[src/rtl/lenet5_frame_sched_pkg.sv]
// lenet5_pkg: shared FSM states, digit width and image geometry for the LeNet-5 frame scheduler.
package lenet5_pkg;
    typedef enum logic [2:0] {IDLE, START, FEED, WAIT, NEXT, DONE} state_e;
    localparam int DIGIT_WIDTH = 4;
    localparam logic [DIGIT_WIDTH-1:0] TIMEOUT_DIGIT = '1;
    localparam int IMG_COLS = 32;
    localparam int IMG_PIXELS = IMG_COLS * IMG_COLS;
endpackage

[src/rtl/lenet5_frame_sched_if.sv]
// lenet5_frame_sched_if: run/start, pixel and result signals of the frame scheduler.
// LENET5_SCHED_HIST_EN adds the histogram read port.
interface lenet5_frame_sched_if #(
    parameter int DW = lenet5_pkg::DIGIT_WIDTH,
    parameter int IW = 5
);
    logic run, start_n, core_validin, pix_en, core_validout;
    logic [DW-1:0] core_out, res_digit;
    logic [IW-1:0] res_idx;
    logic res_valid, busy, done, timeout_err;
`ifdef LENET5_SCHED_HIST_EN
    logic [3:0] hist_sel;
    logic [7:0] hist_cnt;
`endif
    modport master (
        input  run, core_validin, core_validout, core_out,
        output start_n, pix_en, res_valid, res_digit, res_idx, busy, done, timeout_err
`ifdef LENET5_SCHED_HIST_EN
        , input hist_sel, output hist_cnt
`endif
    );
    modport slave (
        output run, core_validin, core_validout, core_out,
        input  start_n, pix_en, res_valid, res_digit, res_idx, busy, done, timeout_err
`ifdef LENET5_SCHED_HIST_EN
        , output hist_sel, input hist_cnt
`endif
    );
endinterface

[src/rtl/lenet5_frame_sched_watchdog.sv]
// lenet5_sched_watchdog: saturating cycle counter that flags the LIMIT-th enabled cycle since clear.
module lenet5_sched_watchdog #(
    parameter int LIMIT = 30000
) (
    input  logic clk,
    input  logic rst_n,
    input  logic clr,
    input  logic en,
    output logic expire
);
    localparam int W = $clog2(LIMIT + 1);
    logic [W-1:0] cnt_q;
    always_ff @(posedge clk or negedge rst_n)
        if (!rst_n) cnt_q <= '0;
        else if (clr) cnt_q <= '0;
        else if (en && cnt_q != W'(LIMIT)) cnt_q <= cnt_q + W'(1);
    assign expire = en && cnt_q == W'(LIMIT - 1);
endmodule

[src/rtl/lenet5_frame_sched.sv]
// lenet5_frame_sched: per-frame start, pixel gating, result capture and watchdog for the LeNet-5 core.
// LENET5_SCHED_HIST_EN adds a per-digit result histogram.
module lenet5_frame_sched
    import lenet5_pkg::*;
#(
    parameter int NUM_FRAMES       = 24,
    parameter int PIXELS_PER_FRAME = 1024,
    parameter int TIMEOUT_CYCLES   = 30000,
    parameter int DIGIT_WIDTH      = 4
) (
    input logic clk,
    input logic rst,
    lenet5_frame_sched_if.master bus
);
    localparam int IW = NUM_FRAMES > 1 ? $clog2(NUM_FRAMES) : 1;
    localparam int PW = $clog2(PIXELS_PER_FRAME + 1);
    state_e state_q;
    logic [PW-1:0] pix_q;
    logic [IW-1:0] frame_q, res_idx_q;
    logic [DIGIT_WIDTH-1:0] res_digit_q;
    logic got_q, res_valid_q, timeout_q;
    logic active, launch, last_pix, capture, wd_exp, expire;

    assign active   = state_q == FEED || state_q == WAIT;
    assign launch   = (state_q == IDLE || state_q == DONE) && bus.run;
    assign bus.pix_en = state_q == FEED && bus.core_validin && pix_q != PW'(PIXELS_PER_FRAME);
    assign last_pix = bus.pix_en && pix_q == PW'(PIXELS_PER_FRAME - 1);
    assign capture  = active && bus.core_validout && !got_q;
    // a real prediction arriving on the expiry cycle takes priority over the timeout
    assign expire   = wd_exp && !got_q && !bus.core_validout;

    lenet5_sched_watchdog #(.LIMIT(TIMEOUT_CYCLES)) u_wd (
        .clk(clk), .rst_n(rst), .clr(state_q == START), .en(active), .expire(wd_exp)
    );

    always_ff @(posedge clk or negedge rst)
        if (!rst) begin
            state_q     <= IDLE;
            pix_q       <= '0;
            frame_q     <= '0;
            got_q       <= 1'b0;
            res_valid_q <= 1'b0;
            res_digit_q <= '0;
            res_idx_q   <= '0;
            timeout_q   <= 1'b0;
        end else begin
            res_valid_q <= capture || expire;
            if (capture || expire) begin
                res_digit_q <= capture ? bus.core_out : '1;
                res_idx_q   <= frame_q;
                got_q       <= 1'b1;
            end
            if (expire) timeout_q <= 1'b1;
            case (state_q)
                IDLE, DONE: begin
                    state_q <= launch ? START : IDLE;
                    if (launch) begin
                        frame_q   <= '0;
                        timeout_q <= 1'b0;
                    end
                end
                START: begin
                    pix_q   <= '0;
                    got_q   <= 1'b0;
                    state_q <= FEED;
                end
                FEED: begin
                    if (bus.pix_en) pix_q <= pix_q + PW'(1);
                    if (expire) state_q <= NEXT;
                    else if (last_pix) state_q <= (got_q || capture) ? NEXT : WAIT;
                end
                WAIT: if (capture || expire) state_q <= NEXT;
                NEXT: begin
                    state_q <= frame_q == IW'(NUM_FRAMES - 1) ? DONE : START;
                    if (frame_q != IW'(NUM_FRAMES - 1)) frame_q <= frame_q + IW'(1);
                end
                default: state_q <= IDLE;
            endcase
        end

    assign bus.start_n     = state_q != START;
    assign bus.busy        = state_q != IDLE && state_q != DONE;
    assign bus.done        = state_q == DONE;
    assign bus.res_valid   = res_valid_q;
    assign bus.res_digit   = res_digit_q;
    assign bus.res_idx     = res_idx_q;
    assign bus.timeout_err = timeout_q;

`ifdef LENET5_SCHED_HIST_EN
    logic [7:0] hist_q [10];
    logic [3:0] dig;
    assign dig = bus.core_out[3:0];
    always_ff @(posedge clk or negedge rst)
        if (!rst) for (int i = 0; i < 10; i++) hist_q[i] <= '0;
        else if (launch) for (int i = 0; i < 10; i++) hist_q[i] <= '0;
        else if (capture && bus.core_out < DIGIT_WIDTH'(10) && hist_q[dig] != 8'hFF)
            hist_q[dig] <= hist_q[dig] + 8'd1;
    assign bus.hist_cnt = bus.hist_sel < 4'd10 ? hist_q[bus.hist_sel] : 8'd0;
`endif
endmodule
[src/flat_wrapper.sv]
// flat-port wrapper written by rule: the top's interface ports become plain ports
module lenet5_frame_sched_flat import lenet5_pkg::*;
#(
    parameter int NUM_FRAMES       = 24,
    parameter int PIXELS_PER_FRAME = 1024,
    parameter int TIMEOUT_CYCLES   = 30000,
    parameter int DIGIT_WIDTH      = 4
)
  (clk, rst, bus_run, bus_core_validin, bus_core_validout, bus_core_out, bus_start_n, bus_pix_en, bus_res_valid, bus_res_digit, bus_res_idx, bus_busy, bus_done, bus_timeout_err);
  lenet5_frame_sched_if bus_i ();
  input logic clk;
  input logic rst;
  input wire logic [$bits(bus_i.run)-1:0] bus_run;
  input wire logic [$bits(bus_i.core_validin)-1:0] bus_core_validin;
  input wire logic [$bits(bus_i.core_validout)-1:0] bus_core_validout;
  input wire logic [$bits(bus_i.core_out)-1:0] bus_core_out;
  output wire logic [$bits(bus_i.start_n)-1:0] bus_start_n;
  output wire logic [$bits(bus_i.pix_en)-1:0] bus_pix_en;
  output wire logic [$bits(bus_i.res_valid)-1:0] bus_res_valid;
  output wire logic [$bits(bus_i.res_digit)-1:0] bus_res_digit;
  output wire logic [$bits(bus_i.res_idx)-1:0] bus_res_idx;
  output wire logic [$bits(bus_i.busy)-1:0] bus_busy;
  output wire logic [$bits(bus_i.done)-1:0] bus_done;
  output wire logic [$bits(bus_i.timeout_err)-1:0] bus_timeout_err;
  assign bus_i.run = bus_run;
  assign bus_i.core_validin = bus_core_validin;
  assign bus_i.core_validout = bus_core_validout;
  assign bus_i.core_out = bus_core_out;
  assign bus_start_n = bus_i.start_n;
  assign bus_pix_en = bus_i.pix_en;
  assign bus_res_valid = bus_i.res_valid;
  assign bus_res_digit = bus_i.res_digit;
  assign bus_res_idx = bus_i.res_idx;
  assign bus_busy = bus_i.busy;
  assign bus_done = bus_i.done;
  assign bus_timeout_err = bus_i.timeout_err;
  lenet5_frame_sched #(.NUM_FRAMES(NUM_FRAMES), .PIXELS_PER_FRAME(PIXELS_PER_FRAME), .TIMEOUT_CYCLES(TIMEOUT_CYCLES), .DIGIT_WIDTH(DIGIT_WIDTH)) u_core (.clk(clk), .rst(rst), .bus(bus_i));
endmodule
[config.mk]
export PLATFORM = sky130hd
export DESIGN_NAME = lenet5_frame_sched_flat
export DESIGN_NICKNAME = d
export VERILOG_FILES = /design/src/rtl/lenet5_frame_sched_pkg.sv /design/src/rtl/lenet5_frame_sched_if.sv /design/src/rtl/lenet5_frame_sched_watchdog.sv /design/src/rtl/lenet5_frame_sched.sv /design/src/flat_wrapper.sv
export SDC_FILE = /design/constraint.sdc
export NUM_CORES = 1
export LEC_CHECK = 0
export CAP_MARGIN = 0
export CORE_ASPECT_RATIO = 0.75
export CORE_MARGIN = 4
export CORE_UTILIZATION = 60
export DETAILED_ROUTE_END_ITERATION = 8
export GPL_TIMING_DRIVEN = 0
export PLACE_DENSITY_LB_ADDON = 0.05
export RECOVER_POWER = 100
export SYNTH_ARGS = -nofsm -noshare
export SYNTH_HDL_FRONTEND = slang
export SYNTH_SLANG_ARGS = --single-unit
[constraint.sdc]
create_clock -name clk -period 4.55 [get_ports clk]
set_input_delay 0.91 -clock clk [delete_from_list [all_inputs] [get_ports clk]]
set_output_delay 0.91 -clock clk [all_outputs]
set_load 0.005 [all_outputs]
* Word-level counts from Yosys, hierarchy flattened *
Cells that the tools add are included.

storage, ports and cells
  logic and storage cells = 77
  output and inout port bits = 15
  input bits = 9
  register bits = 46

cells by class
  eq/ne operators = 18
  add/subtract/negate cells = 3
  reductions and logical operators = 27
  multiplexer cells = 20

operators by type and width
  operator                 count
  $mux W15                 2
  $pmux W11 S2             1
  $add A15 B1 Y15 const B  1
  $eq A15 B15 Y1 const B   1
  $mux W3                  5
  $ne A15 B15 Y1 const B   1
  $pmux W3 S5              1
  $add A11 B1 Y11 const B  1
  $eq A11 B10 Y1 const B   1
  $logic_and A1 B1 Y1      11
  $mux W11                 1
  $ne A11 B11 Y1 const B   1
  $mux W5                  2
  $pmux W5 S2              1
  $reduce_bool A2 Y1       4
  $eq A3 B2 Y1 const B     2
  $eq A3 B3 Y1 const B     2
  $mux W1                  6
  $ne A2 B1 Y1 const B     3
  $ne A3 B1 Y1 const B     2
  $add A5 B1 Y5 const B    1
  $eq A5 B5 Y1 const B     1
  $ne A5 B5 Y1 const B     1
  $logic_or A1 B1 Y1       4
  other kinds (10)         12

* Longest topological paths before layout *
  depth after elaboration = 9
  gate-level depth with buffers = 8
  depth with buffers taken out = 6

* Modules after synthesis *
A second synthesis with hierarchy kept.

unflattened totals
  cell total of the unflattened synthesis = 243
  area total of the unflattened synthesis = 2436.1 um2

by module, submodules not included
  module                 sequential area each (um2)  cells each  area an instance (um2)  instances
  lenet5_frame_sched     775.7                       156         1579.0                  1
  lenet5_sched_watchdog  375.4                       87          857.1                   1

* Worst setup path before layout *
Ideal clock, no wire load.

  path kind = input to output
  start = in bus_core_validin
  end = out bus_pix_en
  data arrival time = 1456 ps
  required time = 3640 ps
  slack = 2184 ps
  cell stages on the path = 3
  buffers on the path = 1
  cell sequence = nand4bb_1 a41oi_1 buf_2

between the ends
  longest elaborated chain between the ends = 2

RTL lines
  element                            RTL line                  source
  start: declaration                 flat_wrapper.sv:14        input wire logic [$bits(bus_i.core_validin)-1:0] bus_core_validin;
  $logic_and A1 B1 Y1 (2 in series)  lenet5_frame_sched.sv:26  assign bus.pix_en = state_q == FEED && bus.core_validin && pix_q != PW'(PIXELS_PER_FRAME);
  end: declaration                   flat_wrapper.sv:18        output wire logic [$bits(bus_i.pix_en)-1:0] bus_pix_en;

Every way passes these cells.

* Worst setup path in the final report *
  start = reg u_core.state_q[0]
  end = out bus_start_n

between the ends
  longest elaborated chain between the ends = 1

RTL lines
  element                   RTL line                  source
  start: declaration        lenet5_frame_sched.sv:17  state_e state_q;
  start signal: assignment  lenet5_frame_sched.sv:56  state_q <= launch ? START : IDLE;
  start signal: assignment  lenet5_frame_sched.sv:70  else if (last_pix) state_q <= (got_q || capture) ? NEXT : WAIT;
  start signal: assignment  lenet5_frame_sched.sv:74  state_q <= frame_q == IW'(NUM_FRAMES - 1) ? DONE : START;
  $ne A3 B1 Y1              lenet5_frame_sched.sv:81  assign bus.start_n = state_q != START;
  end: declaration          flat_wrapper.sv:17        output wire logic [$bits(bus_i.start_n)-1:0] bus_start_n;

Every way passes these cells.

==> flow_summary.ini <==
[status]
status = complete, but fails checks
violations = max-capacitance violations, max-slew violations

[timing]
max-slew-margin-rel_pct = -24.94
layout_min_cycle_time_ns = 3.783
finClkSkew_ns = 0.002528
finalHoldViolCount = 0
clock.fmax_mhz = 264.3
slew_viol_final = 38
hold-worst-slack_ns = 0.5055
fin_crit_sh_pct = 83.15
setup_violations = 0
worst_pin_slew_ns = 1.874
fin_setup_tns_ns = 0
rsz0062_at_grt = false

[power]
p_leak_nw = 1.219
power_density_mw_per_mm2 = 480.6
ir_worst_vdd_v = 0.0003710

[floorplanning]
initial_utilization_pct = 63.09
io_pins = 24
die_h_um = 62.08
core-area_mm2 = 0.003709
die-width_um = 80.11
num_rows = 19
die_area_mm2 = 0.004973

[synth]
netlist.area_leader.share_pct = 49.20
synth_edf_count = 0
seq_area_frac_synth_pct = 49.20
synthDistinctLibCells = 46
synth_nets = 251
synthCells = 237
netlist_top_cells_area = dfrtp_1, nor2_1, xnor2_1, xor2_1, nand3_1
ys_seq_elements = 46
synth_area_mm2 = 0.002340
ys_async_sr_fraction_pct = 100.0
yosysWarnings = 0
avgSynthCellArea_um2 = 9.872
synth_ff_type = dfrtp_1
synth.largest_area_cell = dfrtp_1

[worst_hold_path]
min-delay-start = u_core.bus.res_idx[2]$_DFFE_PN0P_
holdCritPathClass = flop to flop
holdPathEnd = u_core.bus.res_idx[2]$_DFFE_PN0P_
hold_depth = 1

[critical_path]
critPathBufInv = 4
ff2ff_path_depth = 7
cp.arrival_ns = 2.87
crit_chain = buf_2 -> nor3b_1 -> inv_1 -> clkbuf_1 -> dlygate4sd3_1
cp-end-kind = output port
crit_slowest_cell = nor3b_1
reg2reg_setup_slack_ns = 2.24
start_kind = flop
path_class = flop to output port
cp_max_fo = 10
max_stage_delay_ns = 0.98
worst_ep_required_time_ns = 3.64
rr_endpoint = u_core.bus.res_idx[0]$_DFFE_PN0P_
r2r_start = u_core.state_q[1]$_DFFE_PN0P_
crit_family = buffers and inverters

[final_layout]
fin_cells = 320
layout_common_cells = dfrtp_1, nor2_1, dlygate4sd3_1
multi_input_area_mm2 = 0.001069
areaGrowthSynthToFinish_pct = 16.26
final_layout_size_suffix_gt1_share_pct = 7.463
final_common_cell = dfrtp_1
fin_util_pct = 73.35
n_fill_cell = 306
nNetsFinal = 282
diodes = 0
final_cell_area_mm2 = 0.002720
seq_area_mm2 = 0.001151

[placed_design]
io_buffers = 23
dp_hpwl_um = 3230
dp_cells = 313
place_area_mm2 = 0.002650
gp_congestion = 0.8767

[clock_network]
root_buffer = clkbuf_8
cts_tree = built
postCtsHoldBufs = 0
clk_latency_ns = 0.29
clk_path_buf_depth = 2
post-cts-setup-buffers = 0
numClockSinks = 46
cts-htree-levels = 2
clkTransAtPathRegs_ns = 0.08
ctsResizeCount = 0
cts_made_buffers = 5

[global_route]
grt_max_degree = 38
antenna_found_initial = 0
grtUsageTotal_pct = 20.90
grt_pass1_wl_um = 7962
grt_overflow = 0
grt_pass1_vias = 1703

[routing]
wire_per_inst_um = 14.29
vias = 1789
wl_met1_um = 2206
wl_um = 4572
drtIter0Drc = 98
wl_met2_um = 2036
drc_errors = 0
ant_nets = 0
top_layer = met4
via_per_inst = 5.591
drtPass1Iterations = 4
wl_met3_um = 270

[run]
maxCapViolCount = 1
## through the flow
stage | power [W] | worst slack, ns
after floorplan | 0.0008505 | 2.184
after global placement | 0.001015 | 1.102
after detailed placement | 0.001034 | 1.049
after CTS | 0.001343 | 1.041
after global routing | 0.001408 | 0.5045
final | 0.001307 | 0.7667
## state kept, by name (all words and copies together) (netlist names)
name                    cells
u_core.bus.res_digit        4
u_core.bus.res_idx          5
u_core.bus.res_valid        1
u_core.bus.timeout_err      1
u_core.frame_q              5
u_core.got_q                1
u_core.pix_q               11
u_core.state_q              3
u_core.u_wd.cnt_q          15
## cells by family after synthesis
| group | share of synthesized area, % |
|---|---|
| buffers and inverters | 4.439 |
| AND/OR/NAND/NOR | 25.24 |
| multiplexers | 2.834 |
| AO/OA/AOI/OAI | 8.450 |
| flip-flops | 49.20 |
| adder cells (fa/ha/maj) | 3.102 |
| XOR/XNOR | 6.738 |
## layer usage
layer  up-vias  track usage [%]
met5         -                0
met4         0            6.988
met3         8            5.908
met2        45            32.55
met1       849            28.64
li1        887                -
## worst max-delay path by stage
stage | startpoint | to | slack [ns] | cells after the start
final | u_core.state_q[0]$_DFFE_PN0P_ | bus_start_n | 0.77 | 5
after global routing | u_core.state_q[0]$_DFFE_PN0P_ | bus_start_n | 0.50 | 5
after CTS | bus_core_validin | bus_pix_en | 1.04 | 5
after detailed placement | bus_core_validin | bus_pix_en | 1.05 | 5
after global placement | bus_core_validin | bus_pix_en | 1.10 | 5
after floorplan | bus_core_validin | bus_pix_en | 2.18 | 3
## synthesized netlist by cell type (2+ instances only)
cell type,n
a21oi_1,8
buf_2,2
nor2b_1,4
o21ai_0,12
dfrtp_1,46
nand4_1,10
or4_1,2
nand2_1,14
mux2_2,5
nand3_1,13
xnor2_1,9
xor2_1,9
buf_6,3
nor3_1,3
and3_1,5
inv_1,14
o31ai_1,2
clkbuf_1,2
ha_1,5
nand2b_1,3
nor3b_1,3
nor4_2,2
nor2_1,36
nor4_1,2
or3_1,2
## power by group
| part | leakage, nW | internal, W | total, W | switching, W |
|---|---|---|---|---|
| logic | 0.548 | 0.000203 | 0.000442 | 0.000240 |
| registers | 0.614 | 0.000488 | 0.000560 | 0.0000718 |
| clock network | 0.0573 | 0.000176 | 0.000305 | 0.000130 |
| total | 1.22 | 0.000866 | 0.00131 | 0.000441 |
## cell type report
| class | count | area share [%] |
|---|---|---|
| well taps | 52 | 2.392 |
| repair buffers | 24 | 8.372 |
| multi-input cells | 170 | 39.28 |
| inverters | 14 | 1.932 |
| clock inverters | 1 | 1.104 |
| plain buffers | 7 | 1.564 |
| clock buffers | 6 | 3.036 |
| flip-flops and latches | 46 | 42.32 |
(Power assumes the default switching activity.)
